$ cat config.mk
export PLATFORM = sky130hd
export DESIGN_NAME = tape_unit
export DESIGN_NICKNAME = d
export VERILOG_FILES = /design/src/rtl/tape_unit.sv
export SDC_FILE = /design/constraint.sdc
export NUM_CORES = 1
export LEC_CHECK = 0
export CAP_MARGIN = 10
export CORE_AREA = 5 5 94 96
export CTS_CLUSTER_DIAMETER = 150
export DETAILED_ROUTE_END_ITERATION = 10
export DIE_AREA = 0 0 99 101
export HOLD_SLACK_MARGIN = 0.15
export PLACE_DENSITY = 0.83
export SYNTH_ARGS = -nofsm -noshare
export SYNTH_HDL_FRONTEND = slang
export SYNTH_SLANG_ARGS = --single-unit
$ cat constraint.sdc
create_clock -name clock -period 3.3 [get_ports clock]
set_input_delay 0.66 -clock clock [delete_from_list [all_inputs] [get_ports clock]]
set_output_delay 0.66 -clock clock [all_outputs]
set_load 0.02 [all_outputs]
$ cat src/rtl/tape_unit.sv
// tape_unit: Turing-machine tape made of DEPTH cells of SYMW-bit symbols, with
// an integrated head counter and a valid/ready step interface.
// After reset the unit blank-fills every cell, then accepts one
// write+move command at a time. A side port lets the host preload cells.
// Optional feature macro: TAPE_STEP_COUNT_EN adds a saturating step_count output.
module tape_unit #(
    parameter int SYMW  = 2,
    parameter int DEPTH = 32,
    parameter int AW    = $clog2(DEPTH),
    parameter int HOME  = 0,
    parameter int BLANK = 0,
    parameter int WRAP  = 0
) (
    input  logic            clock,
    input  logic            reset,
    input  logic            cmd_valid,
    output logic            cmd_ready,
    input  logic            cmd_write,
    input  logic [SYMW-1:0] cmd_sym,
    input  logic [1:0]      cmd_move,
    input  logic            load_en,
    input  logic [AW-1:0]   load_addr,
    input  logic [SYMW-1:0] load_data,
    output logic [SYMW-1:0] rd_sym,
    output logic            rd_valid,
    output logic [AW-1:0]   head_pos,
`ifdef TAPE_STEP_COUNT_EN
    output logic [31:0]     step_count,
`endif
    output logic            fault,
    input  logic            fault_clr
);

    localparam logic [AW-1:0]   HOME_POS  = AW'(HOME);
    localparam logic [AW-1:0]   LAST_POS  = AW'(DEPTH - 1);
    localparam logic [AW:0]     DEPTH_EXT = (AW+1)'(DEPTH);
    localparam logic [SYMW-1:0] BLANK_SYM = SYMW'(BLANK);

    typedef enum logic [1:0] {
        S_FILL = 2'd0,
        S_IDLE = 2'd1,
        S_EXEC = 2'd2,
        S_READ = 2'd3
    } state_t;

    state_t          state_q, state_d;
    logic [AW-1:0]   fill_ptr_q, fill_ptr_d;
    logic [AW-1:0]   head_q, head_d;
    logic [SYMW-1:0] rd_sym_q, rd_sym_d;
    logic            rd_valid_q, rd_valid_d;
    logic            cmd_ready_q, cmd_ready_d;
    logic            fault_q, fault_d;
    logic            cmd_write_q, cmd_write_d;
    logic [SYMW-1:0] cmd_sym_q, cmd_sym_d;
    logic [1:0]      cmd_move_q, cmd_move_d;

    logic            fault_set_s;
    logic            mem_we_s;
    logic [AW-1:0]   mem_waddr_s;
    logic [SYMW-1:0] mem_wdata_s;
    logic [AW-1:0]   head_next_s;
    logic            edge_hit_s;

    logic [SYMW-1:0] mem_q [DEPTH];

    // Head movement for the captured command, including edge saturation or wrap.
    always_comb begin
        head_next_s = head_q;
        edge_hit_s  = 1'b0;
        case (cmd_move_q)
            2'b01: begin
                if (head_q == '0) begin
                    if (WRAP != 0) begin
                        head_next_s = LAST_POS;
                    end else begin
                        edge_hit_s = 1'b1;
                    end
                end else begin
                    head_next_s = head_q - AW'(1);
                end
            end
            2'b10: begin
                if (head_q == LAST_POS) begin
                    if (WRAP != 0) begin
                        head_next_s = '0;
                    end else begin
                        edge_hit_s = 1'b1;
                    end
                end else begin
                    head_next_s = head_q + AW'(1);
                end
            end
            default: begin
                head_next_s = head_q;
            end
        endcase
    end

    // Next-state, memory write port and output register next values.
    always_comb begin
        state_d     = state_q;
        fill_ptr_d  = fill_ptr_q;
        head_d      = head_q;
        rd_sym_d    = rd_sym_q;
        rd_valid_d  = 1'b0;
        cmd_write_d = cmd_write_q;
        cmd_sym_d   = cmd_sym_q;
        cmd_move_d  = cmd_move_q;
        fault_set_s = 1'b0;
        mem_we_s    = 1'b0;
        mem_waddr_s = head_q;
        mem_wdata_s = cmd_sym_q;
        case (state_q)
            S_FILL: begin
                mem_we_s    = 1'b1;
                mem_waddr_s = fill_ptr_q;
                mem_wdata_s = BLANK_SYM;
                if (fill_ptr_q == LAST_POS) begin
                    fill_ptr_d = '0;
                    rd_sym_d   = BLANK_SYM;
                    state_d    = S_READ;
                end else begin
                    fill_ptr_d = fill_ptr_q + AW'(1);
                end
            end
            S_IDLE: begin
                if (cmd_valid && cmd_ready_q) begin
                    // A command in the same cycle as a load wins; the load is dropped.
                    cmd_write_d = cmd_write;
                    cmd_sym_d   = cmd_sym;
                    cmd_move_d  = cmd_move;
                    state_d     = S_EXEC;
                end else if (load_en) begin
                    if ({1'b0, load_addr} < DEPTH_EXT) begin
                        mem_we_s    = 1'b1;
                        mem_waddr_s = load_addr;
                        mem_wdata_s = load_data;
                        if (load_addr == head_q) begin
                            rd_sym_d = load_data;
                        end else begin
                            rd_sym_d = rd_sym_q;
                        end
                    end else begin
                        fault_set_s = 1'b1;
                    end
                end else begin
                    state_d = S_IDLE;
                end
            end
            S_EXEC: begin
                mem_we_s    = cmd_write_q;
                mem_waddr_s = head_q;
                mem_wdata_s = cmd_sym_q;
                head_d      = head_next_s;
                fault_set_s = edge_hit_s;
                // Symbol under the new head, bypassing the write landing this edge.
                if (cmd_write_q && (head_next_s == head_q)) begin
                    rd_sym_d = cmd_sym_q;
                end else begin
                    rd_sym_d = mem_q[head_next_s];
                end
                rd_valid_d = 1'b1;
                state_d    = S_READ;
            end
            S_READ: begin
                state_d = S_IDLE;
            end
            default: begin
                state_d = S_FILL;
            end
        endcase

        if (fault_set_s) begin
            fault_d = 1'b1;
        end else if (fault_clr) begin
            fault_d = 1'b0;
        end else begin
            fault_d = fault_q;
        end

        cmd_ready_d = (state_d == S_IDLE) && !fault_d;
    end

    // Control and output registers with asynchronous reset into blank-fill.
    always_ff @(posedge clock or posedge reset) begin
        if (reset) begin
            state_q     <= S_FILL;
            fill_ptr_q  <= '0;
            head_q      <= HOME_POS;
            rd_sym_q    <= BLANK_SYM;
            rd_valid_q  <= 1'b0;
            cmd_ready_q <= 1'b0;
            fault_q     <= 1'b0;
            cmd_write_q <= 1'b0;
            cmd_sym_q   <= '0;
            cmd_move_q  <= 2'b00;
        end else begin
            state_q     <= state_d;
            fill_ptr_q  <= fill_ptr_d;
            head_q      <= head_d;
            rd_sym_q    <= rd_sym_d;
            rd_valid_q  <= rd_valid_d;
            cmd_ready_q <= cmd_ready_d;
            fault_q     <= fault_d;
            cmd_write_q <= cmd_write_d;
            cmd_sym_q   <= cmd_sym_d;
            cmd_move_q  <= cmd_move_d;
        end
    end

    // Tape storage: synchronous single write port, contents restored by blank-fill.
    always_ff @(posedge clock) begin
        if (mem_we_s) begin
            mem_q[mem_waddr_s] <= mem_wdata_s;
        end
    end

`ifdef TAPE_STEP_COUNT_EN
    logic [31:0] step_cnt_q, step_cnt_d;

    // Saturating count of executed steps, cleared while blank-filling.
    always_comb begin
        if (state_q == S_FILL) begin
            step_cnt_d = 32'd0;
        end else if ((state_q == S_EXEC) && (step_cnt_q != 32'hFFFF_FFFF)) begin
            step_cnt_d = step_cnt_q + 32'd1;
        end else begin
            step_cnt_d = step_cnt_q;
        end
    end

    // Step counter register.
    always_ff @(posedge clock or posedge reset) begin
        if (reset) begin
            step_cnt_q <= 32'd0;
        end else begin
            step_cnt_q <= step_cnt_d;
        end
    end

    assign step_count = step_cnt_q;
`endif

    assign cmd_ready = cmd_ready_q;
    assign rd_sym    = rd_sym_q;
    assign rd_valid  = rd_valid_q;
    assign head_pos  = head_q;
    assign fault     = fault_q;

endmodule

# After elaboration in Yosys (flattened, before gate mapping)

Memory sizes are Yosys's and may differ from the RTL's.
Cells that the tools add are included.

Input bits: 17
RAM bits: 64
Register bits: 22
Word-level logic and storage cells: 69
Memories: 1

Mux-type cells: 32
Reduce and logical (&&, ||, !) cells: 9
Eq/ne operators: 14
Add/sub/neg operators: 3

Memories:

| memory | depth | width | read ports | clocked after memory_dff | write ports | line | text |
|---|---|---|---|---|---|---|---|
| mem_q  | 32    | 2     | 1          | 0                        | 1           | 64   | `logic [SYMW-1:0] mem_q [DEPTH];` |

Operators by type and width:

| cell                  | count |
|---|---|
| $mux W5               | 5 |
| $mux W2               | 10 |
| $pmux W5 S2           | 2 |
| $add A5 B1 Y5 const B | 2 |
| $eq A5 B5 Y1          | 2 |
| $eq A5 B5 Y1 const B  | 2 |
| $mux W1               | 10 |
| $ne A2 B2 Y1 const B  | 4 |
| $pmux W2 S4           | 1 |
| $eq A2 B1 Y1 const B  | 3 |
| $eq A2 B2 Y1 const B  | 3 |
| $pmux W2 S3           | 1 |
| $logic_not A5 Y1      | 1 |
| $reduce_and A5 Y1     | 1 |
| $sub A5 B1 Y5 const B | 1 |
| $pmux W2 S2           | 1 |
| $logic_and A1 B1 Y1   | 3 |
| $pmux W1 S3           | 1 |
| $reduce_bool A3 Y1    | 1 |
| $logic_not A2 Y1      | 1 |
| $pmux W1 S2           | 1 |
| $reduce_and A2 Y1     | 1 |
| $logic_not A1 Y1      | 1 |

# Longest topological paths before layout

Gate-level depths: netlist of run 1.

Word-level depth: 7
Depth in mapped cells: 13
Gate-level depth less buffers: 10

# Worst setup path before layout of run 1

OpenSTA, ideal clock, no wires.

Path type: flip-flop to flip-flop
Start point: register head_q[0] (netlist: head_pos[0])
End point: register rd_sym_q[1] (netlist: rd_sym[1])
Cell stages (with the launch flop): 14
Path buffers: 3
Path slack: 0.240 ns
Data arrival time: 2.928 ns
Data required time: 3.169 ns
Path through: dfrtp_1 > clkbuf_1 > inv_1 > ha_1 > or4b_4 > a2bb2oi_4 > a21bo_1 > buf_6 > buf_12 > mux2_4 > o22ai_1 > nor3_1 > nor4_1 > o211ai_1

Word-level cells in the longest chain between the ends: 7
Elaborated cells on any way between the ends: 15

Ends and longest elaborated chain:

| what                                                  | line | text |
|---|---|---|
| start: declaration                                    | 48   | `logic [AW-1:0] head_q, head_d;` |
| start signal: assignment                              | 189  | `head_q <= HOME_POS;` |
| start signal: assignment                              | 200  | `head_q <= head_d;` |
| branches (longest 7 deep; another with $add A5 B1 Y5) | -    |  |
| end signal: assignment                                | 201  | `rd_sym_q <= rd_sym_d;` |
| end: declaration                                      | 49   | `logic [SYMW-1:0] rd_sym_q, rd_sym_d;` |

Several ways; the timed one is not identified.
A chain may end at the register's enable or synchronous reset.

# Worst setup path in the final report of run 1

Start point: register cmd_move_q[1]
End point: register rd_sym_q[1] (netlist: rd_sym[1])

Word-level cells in the longest chain between the ends: 6
Elaborated cells on any way between the ends: 8

Ends and longest elaborated chain:

| what                                                   | line | text |
|---|---|---|
| start: declaration                                     | 55   | `logic [1:0] cmd_move_q, cmd_move_d;` |
| start signal: assignment                               | 207  | `cmd_move_q <= cmd_move_d;` |
| $eq A2 B2 Y1 / $eq A2 B1 Y1 (equally long branches)    | 70   | `case (cmd_move_q)` |
| $pmux W5 S2 *                                          | 70   |  |
| branches (longest 2 deep; another with $mem_v2 Z32 W2) | -    |  |
| $mux W2 *                                              | 157  | `if (cmd_write_q && (head_next_s == head_q)) begin` |
| $pmux W2 S3 *                                          | 113  | `case (state_q)` |

Every way passes the cells marked *.

==> summary.txt, run 1 <==
Cells and area
  – Fin util: 65.05%
  – Fillers: around 630
  – # nets final: 465
  – Fin area: 0.005184 sq mm
  – Layout cells sized above 1: between 10% and 20%
  – # diodes: 0
  – P&R area growth vs syn: 15.66%
  – Fin cells: between 500 and 600

Worst setup path
  – WP data required: between 3 and 4 ns
  – R2R Setup Slk: roughly 0.095 ns
  – FF-to-FF End: rd_sym[1]
  – Crit. Startpoint: cmd_move_q[1]
  – CP arrival: 3.43 ns
  – Peak fanout along the critical path: 12
  – Crit-path leading delay family: compound AO/OA/AOI/OAI gates
  – Crit-path cells: inv_1 > ha_1 > or4b_2 > o221ai_1 > a211o_2 > a21oi_1 > o211ai_1 > o41ai_1 > nor4_1 > o211ai_1
  – Most used cell, CP: o211ai_1
  – Worst r2r src: cmd_move_q[1]
  – Bufs and invs on worst path: 1
  – CP Launch Type: flop
  – Worst Setup Path Type: reg2reg
  – Max incr delay on CP: 0.61 ns
  – Critical Path End Type: flop
  – Reg2reg path depth: 10
  – Worst path slowest cell: or4b_2

Floorplanning
  – Starting density of the core: 56.24%
  – Die Wd: just under 100 microns
  – Die area: between 0.009 and 0.01 sq mm
  – DIE HEIGHT: between 100 and 150 microns
  – I/O Pins: 27
  – Area of the core: roughly 0.0080 sq mm
  – Row Count: 33

Route
  – First-pass DRT Iterations: 5
  – DRT iter0 DRCs: 404
  – Post-route ant nets: 0
  – Post-Route WL: roughly 11 mm
  – Via count: 3471
  – Routed wire per std cell: roughly 20 microns
  – DRC: 0
  – Via density: between 6 and 7

STA
  – Slew Viols, Final: 0
  – Final setup violation count: 0
  – Clock Skew: 0.009481 ns
  – Relative slew slack: approximately 28%
  – Tmin final: 3.205 ns
  – Hold Vio Cnt, Final: 0
  – Tightest Pin Transition: between 1 and 1.5 ns
  – Fmax: approximately 310 MHz
  – Period utilization: 97.11%

Clock tree
  – Root buffer cell: clkbuf_8
  – CTS clk-pin slew, worst paths: 0.09 ns
  – Clock latency on the worst-skew pair: approximately 0.35 ns
  – Cts hold-fix bufs: 0
  – CTS Buf Count: 9
  – CTS Buffer Depth: 2
  – H-tree levels: 3
  – Clock Sinks: 86
  – CTS tree: done

Synth
  – Yosys reg bits: 86
  – Syn_nets: between 400 and 500
  – Sequential fraction of the synthesis area: between 50% and 60%
  – Distinct cells, synth: 60
  – Synth warn: 0
  – Most numerous cell in the Yosys netlist: edfxtp_1
  – Number of synthesized flops with an enable pin: 64
  – Top FF cell, synth: edfxtp_1
  – Largest area contributor in the netlist: edfxtp_1
  – Syn avg cell area: ~11 sq um
  – Post-Syn Area: roughly 0.0045 sq mm
  – Synth top area share: a little over two fifths
  – Syn Inst Count: a little under 400
  – Post-synth ARST share: approximately 26%
  – Commonest cells post-synth: 64 x edfxtp_1, 49 x nor2_1, 46 x nand2_1
  – Area contributors post-synth: edfxtp_1 43%, dfrtp_1 12%, nor2_1 4.1%

Hold path
  – Worst Min Path Start: fill_ptr_q[3]
  – Hold depth: 1
  – Hold Path Class: reg2reg
  – Hold endpoint: fill_ptr_q[3]

Pwr
  – Max VDD drop: 0.6909 mV
  – PwrDens: between 1000 and 1500 mW/mm^2
  – Tot Pwr: ~5.8 mW
  – Leak: ~1.9 nW

Global route
  – Antenna violations before repair: 0
  – GRT overflow: 0
  – Largest net degree at the start of global routing: 33
  – First-pass GRT wire length: 17.46 mm
  – Vias in the first global route: around 3400
  – Tot GR Track Use: about 22%

Run
  – Max-cap violations: 0

Run status
  – Outcome: finished clean

Placement
  – GPL Wtd Cong: ~0.95
  – DP HPWL: around 7.7 mm
  – Placed Area: between 0.004 and 0.005 sq mm
  – IO buf count: 26
  – DP Cell Count: about 530
power breakdown:
part | internal (mW) | switching (mW) | total (mW)
sequential | 1.52 | 0.150 | 1.67
clock | 0.430 | 0.374 | 0.804
combinational | 1.28 | 2.03 | 3.31
layer usage:
layer	up-vias	track usage (%)	wire length, microns
met3	37	3.806	767
met2	168	37.04	5418
met1	1693	29.54	4428
met5	-	0	0
met4	0	9.244	325
li1	1573	-	-
registers in the layout, summed over array words and instances, names as in the netlist:
register	count
state_q	2
cmd_write_q	1
rd_sym	2
head_pos	5
fill_ptr_q	5
cmd_ready	1
mem_q	64
rd_valid	1
cmd_move_q	2
cmd_sym_q	2
fault	1
logic make-up (layout without fill, tap and decap cells):
group                    after synthesis  in the layout  synth area share (%)
flip-flops                            86             86                 55.16
multiplexers                          28             28                 6.896
AO/OA/AOI/OAI                         92             92                 15.44
adder cells (fa/ha/maj)               10             10                 2.792
XOR/XNOR                               5              5                0.9771
AND/OR/NAND/NOR                      143            143                 15.05
buffers and inverters                 34             79                 3.685
timing repair:
| item | CTS | global route |
|---|---|---|
| endpoints found under the setup margin | 2 | 2 |
| pin swaps | 0 | 1 |
| cloned | 0 | 0 |
| resized for setup | 1 | 9 |
| setup buffers | 0 | 1 |
cell type report:
cell class              count  area, sq um  share of cell area (%)
flip-flops and latches     86         2472                   47.69
multi-input cells         278         1881                   36.28
repair buffers             49        432.9                   8.351
clock buffers              11        131.4                   2.534
well taps                 105        131.4                   2.534
clock inverters             5        82.58                   1.593
inverters                  14        52.55                   1.014
through the flow:
step / hold slack [ns] / TNS [ns] / worst slack, ns
6_report: 0.5175 / 0 / 0.09542
5_1_grt: 0.5620 / -0.1109 / -0.05642
4_1_cts: 0.5215 / 0 / 0.03566
3_5_place_dp: 0.5095 / -0.06567 / -0.06567
3_3_place_gp: 0.4998 / 0 / 0.02339
2_1_floorplan: 0.4704 / 0 / 0.2402
worst max path at each step:
stage | to | slack [ns] | cells after the start
finish | rd_sym[1] | 0.1 | 10
global route | rd_sym[1] | -0.06 | 10
CTS | rd_sym[0] | 0.04 | 11
global placement | rd_sym[0] | 0.02 | 11
floorplan | rd_sym[1] | 0.24 | 13
detailed placement | rd_sym[0] | -0.07 | 11
worst register-to-register path, stage by stage, from the launching register on:
cell,delay [ns]
dfrtp_1,0.40
inv_1,0.06
ha_1,0.26
or4b_2,0.61
o221ai_1,0.27
a211o_2,0.33
a21oi_1,0.12
o211ai_1,0.39
o41ai_1,0.18
nor4_1,0.33
o211ai_1,0.13
cells in the final DEF, fill, tap and decap left out, drive strengths merged, types with 3 or more instances in the layout:
master / count
o221ai: 3
xnor2: 4
o22ai: 7
edfxtp: 64
nand2: 46
a21oi: 14
nor2: 49
mux2i: 11
nand2b: 5
nand3b: 3
nor3b: 3
nand3: 7
ha: 10
o211ai: 6
inv: 15
clkbuf: 11
a21boi: 8
mux2: 17
and3: 8
clkdlybuf4s50: 26
a2111oi: 4
a211oi: 9
a22oi: 5
buf: 23
and2: 3
o21ai: 10
dfrtp: 22
nand4: 5
nor4b: 3
(Power assumes the default switching activity.)
==> run 2, diff against run 1 <==
CORE_AREA = 2 2 91 93   (was 5 5 94 96)
DIE_AREA = 0 0 93 95   (was 0 0 99 101)
==> summary.txt, run 2 (synthesis gave the netlist of run 1 again) <==
Run status
  – Outcome: finished clean

Worst setup path
  – Worst path slowest cell: mux2i_1
  – CP Launch Type: flop
  – Crit-path cells: buf_4 > ha_1 > and4_1 > a221o_1 > mux2i_1 > nand3_1 > o22ai_1 > nor3_1 > nor4_1 > buf_4 > o211ai_1
  – Max incr delay on CP: 0.51 ns (-0.10 ns)
  – Crit. Startpoint: head_pos[0]
  – Peak fanout along the critical path: 7 (-5)
  – WP data required: 3.54 ns (+0.02 ns)
  – Worst Setup Path Type: reg2reg
  – Critical Path End Type: flop
  – Most used cell, CP: buf_4
  – Reg2reg path depth: 11 (+1)
  – CP arrival: 3.38 ns (-0.05 ns)
  – Worst r2r src: head_pos[0]

Clock tree
  – Root buffer cell: clkbuf_8
  – CTS Buffer Depth: 2 (unchanged)
  – CTS tree: done
  – H-tree levels: 3 (unchanged)
  – Clock Sinks: 86 (unchanged)
  – Cts hold-fix bufs: 0 (unchanged)
  – Clock latency on the worst-skew pair: 0.36 ns (about the same)
  – CTS clk-pin slew, worst paths: 0.09 ns (about the same)
  – CTS Buf Count: 9 (unchanged)

STA
  – Clock Skew: 0.01076 ns (+0.001282 ns)
  – Period utilization: 95.32% (-1.8 points)
  – Hold Vio Cnt, Final: 0 (unchanged)
  – Relative slew slack: 45.19% (+17 points)
  – RSZ-0062 raised after global routing: no
  – Slew Viols, Final: 0 (unchanged)
  – Tmin final: 3.145 ns (-0.05914 ns)
  – Total Negative Setup Slacks: 0 ns (unchanged)
  – Tightest Pin Transition: 0.8212 ns (-0.2542 ns)
  – Final setup violation count: 0 (unchanged)
  – Fmax: 317.9 MHz (+1.9%)

Global route
  – Largest net degree at the start of global routing: 33 (unchanged)
  – First-pass GRT wire length: 16.83 mm (-3.6%)
  – GRT overflow: 0 (unchanged)
  – Antenna violations before repair: 0 (unchanged)
  – Tot GR Track Use: 25.51% (+3.0 points)
  – Vias in the first global route: 3294 (-3.3%)

Route
  – DRC: 0 (unchanged)
  – Post-route ant nets: 0 (unchanged)
  – Via count: 3373 (-2.8%)
  – Via density: 6.144 (-3.0%)
  – Post-Route WL: 10.45 mm (-4.5%)
  – DRT iter0 DRCs: 384 (-5.0%)
  – First-pass DRT Iterations: 5 (unchanged)
  – Routed wire per std cell: 19.03 microns (-4.7%)

Cells and area
  – Most flops, register: mem_q
  – Commonest non-fill, non-tap cells in the layout: 64 x edfxtp_1, 49 x nor2_1, 46 x nand2_1, 26 x clkdlybuf4s50_1, 23 x buf_4
  – P&R area growth vs syn: 15.10%
  – # nets final: 466 (+0.22%)
  – Most common cell after layout, fill and taps aside: edfxtp_1
  – Max reg flops: 64 (unchanged)
  – Fin area: 0.005159 sq mm (-0.48%)
  – Layout cells sized above 1: 14.64% (-0.48 points)
  – # diodes: 0 (unchanged)

Run
  – Max-cap violations: 0 (unchanged)

Floorplanning
  – I/O Pins: 27 (unchanged)
  – Die area: 0.008835 sq mm (-12%)
  – Area of the core: 0.007928 sq mm (-0.52%)
  – DIE HEIGHT: 95 microns (-5.9%)
  – Row Count: 33 (unchanged)
  – Die Wd: 93 microns (-6.1%)
  – Starting density of the core: 56.53% (+0.29 points)

Pwr
  – Max VDD drop: 0.4508 mV (-35%)
  – PwrDens: 1093 mW/mm^2 (-2.1%)
  – Leak: 1.885 nW (-0.31%)

Hold path
  – Worst Min Path Start: fill_ptr_q[3]
  – Hold depth: 1 (unchanged)
  – Hold Path Class: reg2reg

Placement
  – Placed Area: 0.004954 sq mm (+0.56%)
  – GPL Wtd Cong: 0.8904 (-5.8%)
  – DP HPWL: 7.342 mm (-4.6%)
  – IO buf count: 26 (unchanged)
==> run 2: cell types whose count changed in the layout (fill, tap and decap cells not counted), sizes merged <==
| cell | previous run | this run |
|---|---|---|
| clkinvlp | 0 | 1 |
| clkbuf | 11 | 9 |
| bufinv | 2 | 1 |
| buf | 23 | 24 |
| clkinv | 2 | 4 |
==> run 2: cell type report <==
| class | instances | area, sq um |
|---|---|---|
| clock buffers | 9 | 123.9 |
| clock inverters | 7 | 72.57 |
| fillers | 626 | 2769 |
| inverters | 14 | 52.55 |
| multi-input cells | 278 | 1853 |
| flip-flops and latches | 86 | 2472 |
| well taps | 105 | 131.4 |
| repair buffers | 50 | 452.9 |
==> run 2: what timing repair did <==
action	in CTS	in global routing
setup endpoints to repair	0	2
buffers inserted	0	0
gates resized for setup	0	3
==> run 2: layer usage <==
layer  wire, microns  up-vias  GRT usage, %  share of wire, %
li1                -     1577             -                 -
met5               0        -             0                 0
met2            5292      153         43.54                51
met4             207        0         8.824               2.0
met3             753       24         5.507               7.2
met1            4193     1619         32.45                40
==> run 2: worst max-delay path: cells and delay by family, from the launching register on <==
family,cells,cell delay [ns]
DFF,1,0.39
AOI/OAI and AO/OA,3,0.71
and+or+nand+nor,4,0.92
buffers and inverters,2,0.30
muxes,1,0.51
adders and majority gates,1,0.20
==> run 2: path summary, 6_finish.rpt <==
check | slack, ns | endpoint
worst min-delay path | 0.54 | fill_ptr_q[3]
worst max register to register | 0.15 | rd_sym[0]
max in group asynchronous | 2.03 | fill_ptr_q[0]
worst min register to register | 0.54 | fill_ptr_q[3]
worst max-delay path | 0.15 | rd_sym[0]
min in group asynchronous | 0.75 | cmd_ready
==> run 2: metrics by stage <==
step           hold slack [ns]  cells  utilization (%)  setup slack (ns)  power, mW
6_report                0.5392    549            65.07            0.1546      5.636
5_1_grt                 0.5492    549            65.07          0.005346      5.992
4_1_cts                 0.5399    549            64.96           0.08288      5.577
3_5_place_dp            0.5282    533            62.48            0.1136      4.843
3_3_place_gp            0.5125    533            62.48            0.1429      4.769
2_1_floorplan           0.4704    398                -            0.2402      3.852
==> run 2: power by group <==
part | leakage, nW | switching (mW) | internal [mW]
registers | 0.858 | 0.133 | 1.52
clock network | 0.0972 | 0.377 | 0.351
logic | 0.930 | 1.97 | 1.29
total | 1.88 | 2.48 | 3.16
